[src/rtl/traffic_phase_timer.sv]
// Per-phase countdown timer feeding the traffic controller's timer_done input.
// Reloads on every legal light change and counts prescaled ticks down to a one-cycle done pulse.
module traffic_phase_timer #(
    parameter int CLK_DIV         = 4,
    parameter int GREEN_TICKS     = 5,
    parameter int YELLOW_TICKS    = 2,
    parameter int ALLRED_TICKS    = 1,
    parameter int MIN_GREEN_TICKS = 2,
    parameter int CNT_W           = 8
) (
    input  logic             clk,
    input  logic             rst,
    input  logic             enable,
    input  logic [2:0]       ns_light,
    input  logic [2:0]       ew_light,
    input  logic             ped_request,
    output logic             timer_done,
    output logic [CNT_W-1:0] remaining,
    output logic             phase_err
);

    localparam logic [2:0] GRN = 3'b100;
    localparam logic [2:0] YEL = 3'b010;
    localparam logic [2:0] RED = 3'b001;
    localparam int PW = (CLK_DIV > 1) ? $clog2(CLK_DIV) : 1;

    typedef enum logic [1:0] {
        PH_ALLRED,
        PH_GREEN,
        PH_YELLOW,
        PH_ILLEGAL
    } phase_t;

    phase_t           phase;
    logic [5:0]       lights_q;
    logic [PW-1:0]    prescaler;
    logic [CNT_W-1:0] duration;
    logic             tick;
    logic             changed;
    logic             truncate;

    always_comb begin
        phase = PH_ILLEGAL;
        if (ns_light == RED && ew_light == RED) begin
            phase = PH_ALLRED;
        end else if ((ns_light == GRN && ew_light == RED) ||
                     (ns_light == RED && ew_light == GRN)) begin
            phase = PH_GREEN;
        end else if ((ns_light == YEL && ew_light == RED) ||
                     (ns_light == RED && ew_light == YEL)) begin
            phase = PH_YELLOW;
        end
    end

    always_comb begin
        duration = CNT_W'(ALLRED_TICKS);
        case (phase)
            PH_GREEN:  duration = CNT_W'(GREEN_TICKS);
            PH_YELLOW: duration = CNT_W'(YELLOW_TICKS);
            default:   duration = CNT_W'(ALLRED_TICKS);
        endcase
    end

    assign tick     = enable && (prescaler == PW'(CLK_DIV - 1));
    assign changed  = ({ns_light, ew_light} != lights_q);
    // A disabled timer keeps remaining frozen, so truncation also waits for enable.
    assign truncate = enable && (phase == PH_GREEN) && ped_request &&
                      (remaining > CNT_W'(MIN_GREEN_TICKS));

    always_ff @(posedge clk) begin
        if (rst) begin
            lights_q   <= {RED, RED};
            remaining  <= CNT_W'(ALLRED_TICKS);
            prescaler  <= '0;
            timer_done <= 1'b0;
            phase_err  <= 1'b0;
        end else if (phase == PH_ILLEGAL) begin
            // lights_q left stale so the return to a legal phase reloads.
            phase_err  <= 1'b1;
            timer_done <= 1'b0;
        end else if (changed) begin
            remaining  <= duration;
            prescaler  <= '0;
            lights_q   <= {ns_light, ew_light};
            timer_done <= 1'b0;
            phase_err  <= 1'b0;
        end else begin
            phase_err <= 1'b0;
            if (enable) begin
                prescaler <= tick ? '0 : prescaler + PW'(1);
            end
            if (truncate) begin
                remaining  <= CNT_W'(MIN_GREEN_TICKS);
                timer_done <= 1'b0;
            end else if (tick && remaining != '0) begin
                remaining  <= remaining - CNT_W'(1);
                timer_done <= (remaining == CNT_W'(1));
            end else begin
                timer_done <= 1'b0;
            end
        end
    end

endmodule

[config.mk]
export PLATFORM = sky130hd
export DESIGN_NAME = traffic_phase_timer
export DESIGN_NICKNAME = d
export VERILOG_FILES = /design/src/rtl/traffic_phase_timer.sv
export SDC_FILE = /design/constraint.sdc
export NUM_CORES = 1
export LEC_CHECK = 0
export CAP_MARGIN = 20
export CORE_UTILIZATION = 60
export CTS_BUF_LIST = sky130_fd_sc_hd__clkbuf_4 sky130_fd_sc_hd__clkbuf_8
export DETAILED_ROUTE_END_ITERATION = 12
export DONT_BUFFER_PORTS = 1
export PLACE_DENSITY = 0.77
export SYNTH_ARGS = -nofsm -noshare
export SYNTH_HDL_FRONTEND = slang
export SYNTH_SLANG_ARGS = --single-unit
export TNS_END_PERCENT = 5
[constraint.sdc]
create_clock -name clk -period 5.9 [get_ports clk]
set_input_delay 0.59 -clock clk [delete_from_list [all_inputs] [get_ports clk]]
set_output_delay 0.59 -clock clk [all_outputs]
set_load 0.005 [all_outputs]
==> results.sh <==
export IMPL_cts_htree_levels=1
export IMPL_ys_seq_elements=18
export IMPL_met1_length_um=1210
export IMPL_rsz0062_at_grt="no"
export IMPL_overflow=0
export IMPL_dr_wl_met3_um=125
export IMPL_ys_seq_area_frac=0.302
export IMPL_cp_end_kind="register"
export IMPL_max_slew_margin=0.589
export IMPL_max_vdd_ir_drop_v=0.000147
export IMPL_portBuffers=0
export IMPL_final_antenna_net_count=0
export IMPL_dr_pass1_iters=4
export IMPL_synth_edff_count=0
export IMPL_synth_ff_type="dfxtp_1"
export IMPL_ys_warn_count=0
export IMPL_fmax_mhz=415
export IMPL_period_needed_ns=2.41
export IMPL_clock_root_buffer="clkbuf_4"
export IMPL_grt_antenna_before_repair=0
export IMPL_cts_resized_gates=0
export IMPL_clk_pin_slew_ns=0.10
export IMPL_hold_viol=0
export IMPL_area_delta_synth_final_pct=1.78
export IMPL_cts_tree="yes"
export IMPL_fin_crit_sh=0.408
export IMPL_grt_pass1_vias=950
export IMPL_power_leakage_nw=0.438
export IMPL_cap_violations=0
export IMPL_setup_viol=0
export IMPL_drive_gt1_frac=0.0563
export IMPL_critPathMaxFanout=15
export IMPL_dp_cells=163
export IMPL_rr_worst_depth=5
export IMPL_slowest_stage="a211oi_4"
export IMPL_yosys_area_top_type_share=0.302
export IMPL_cp_data_arrival_time_ns=2.63
export IMPL_cts_hold_buf=0
export IMPL_place_congestion=0.816
export IMPL_vias=1046
export IMPL_async_reset_ff_frac=0
export IMPL_top_layer_used="met4"
export IMPL_core_area_sq_um=1800
export IMPL_grt_max_degree=20
export IMPL_synth_fp_nets=161
export IMPL_worstSkewPairLatency_ns=0.29
export IMPL_status="completed"
export IMPL_drc=0
export IMPL_drt_iter0_markers=35
export IMPL_crit_type="register to register"
export IMPL_setup_tns_ns=0
export IMPL_fin_skew_ns=0.00365
export IMPL_dpl_hpwl_um=1790
export IMPL_hp_class="input port to register"
export IMPL_nNetsFinal=159
export IMPL_worst_setup_path_start_kind="register"
export IMPL_io_pins=20
export IMPL_cts_setup_buffers=0
export IMPL_cts_buffer_depth=2
export IMPL_path_cells="nor4_4 -> o211ai_2 -> a211oi_4 -> or4b_1 -> a31oi_1"
export IMPL_synth_distinct_cells=48
export IMPL_synth_area_per_cell_sq_um=8.18
export IMPL_synth_top_area_cell="dfxtp_1"
export IMPL_clock_sinks=18
export IMPL_slew_viol_final=0
export IMPL_instances_no_fill=167
export IMPL_hold_slack_ns=0.350
export IMPL_core_rowCount=15
export IMPL_worst_pin_slew_ns=0.614
export IMPL_syn_cell_area_sq_um=1190
export IMPL_initial_core_util=0.663
export IMPL_min_path_cells=1
export IMPL_grt_pass1_wl_um=4020
export IMPL_synthCells=146
export IMPL_viasPerCell=6.26
export IMPL_dr_wl_met2_um=1110
export IMPL_synthTopCellsByArea="dfxtp_1 (30%), nand2_1 (5.3%), ha_1 (5.2%)"
export IMPL_cts_inserted_buffers=3
export IMPL_die_area_sq_um=2170
export IMPL_antenna_cells=0
export IMPL_track_usage=0.256
export IMPL_wl_um=2460
export IMPL_wl_per_cell_um=14.7
export IMPL_worstPathRequired_ns=6.12
export IMPL_powerDensity_nw_per_um2=173
export IMPL_dieHeight_um=46.6
export IMPL_fp_dieW_um=46.6
export IMPL_max_stage_delay_ns=0.58
metrics by stage:
stage	power, mW	worst slack, ns	utilization	area [sq um]
floorplan	0.152	3.71	-	1190
global placement	0.152	3.57	0.658	1190
CTS	0.212	3.52	0.671	1210
global route	0.219	3.39	0.675	1220
finish	0.211	3.49	0.675	1220
detailed placement	0.152	3.52	0.658	1190
final timing paths:
| check | startpoint | endpoint | slack, ns |
|---|---|---|---|
| worst max-delay path | remaining[2] | remaining[4] | 3.49 |
| worst min-delay path | rst | remaining[3] | 0.35 |
| worst max register to register | remaining[2] | remaining[4] | 3.49 |
| worst min register to register | lights_q[5] | lights_q[5] | 0.46 |
layer usage:
| layer | GRT usage | vias up |
|---|---|---|
| met3 | 0.0471 | 4 |
| met4 | 0.0571 | 0 |
| li1 | - | 530 |
| met5 | 0 | - |
| met1 | 0.348 | 478 |
| met2 | 0.417 | 34 |
kinds of logic (layout without fill, tap and decap cells):
family,after synthesis,count (layout),synth area share
flip-flops,18,18,0.302
AO/OA/AOI/OAI,34,34,0.208
AND/OR/NAND/NOR,68,68,0.330
adder cells (fa/ha/maj),5,5,0.0524
buffers and inverters,13,9,0.0492
XOR/XNOR,8,8,0.0586
worst max-delay path, delay by kind of cell, from the launching register on:
| kind | cells | cell delay [ns] |
|---|---|---|
| AND/OR/NAND/NOR | 2 | 0.93 |
| flip-flops | 1 | 0.46 |
| AO/OA/AOI/OAI | 3 | 0.95 |
power by group:
part | internal, mW | total [mW] | switching [mW]
combinational | 0.0107 | 0.0231 | 0.0123
clock | 0.0237 | 0.0605 | 0.0368
sequential | 0.124 | 0.127 | 0.00301
area by class of cell:
cell class | count | area (sq um)
Clock buffer | 3 | 22.5
Fill cell | 174 | 586
Inverter | 5 | 18.8
Multi-Input combinational cell | 115 | 776
Sequential cell | 18 | 360
Tap cell | 25 | 31.3
Timing Repair Buffer | 1 | 7.51
Yosys cell counts, types with 2 or more instances:
cell type   n
a22oi_1     3
nand3b_1    3
and3_1      2
a31oi_1     3
nor3_1      5
clkbuf_1    4
or4_1       2
nor4b_1     2
a21oi_1    11
nand3_1     8
nor2_1     11
inv_1       5
xnor2_1     7
dfxtp_1    18
a2bb2oi_1   2
nand2_1    17
buf_2       2
nand4_1     5
o21ai_0     3
ha_1        5
placed cells by master (no fill, tap or decap), types with 2 or more instances in the layout:
cell / netlist / routed
and3_1: 2 / 2
dfxtp_1: 18 / 18
o21ai_0: 3 / 3
a31oi_1: 3 / 3
inv_1: 5 / 5
nor2_1: 11 / 11
nand3b_1: 3 / 3
clkbuf_4: 0 / 3
nand3_1: 8 / 8
xnor2_1: 7 / 7
nand4_1: 5 / 5
a22oi_1: 3 / 3
nor4b_1: 2 / 2
a2bb2oi_1: 2 / 2
nor3_1: 5 / 5
or4_1: 2 / 2
a21oi_1: 11 / 11
ha_1: 5 / 5
nand2_1: 17 / 17
state kept, by name, indices dropped and copies added (netlist names):
register	cells
prescaler	2
remaining	8
phase_err	1
lights_q	6
timer_done	1
No activity file was read; power rests on OpenSTA's default activity.
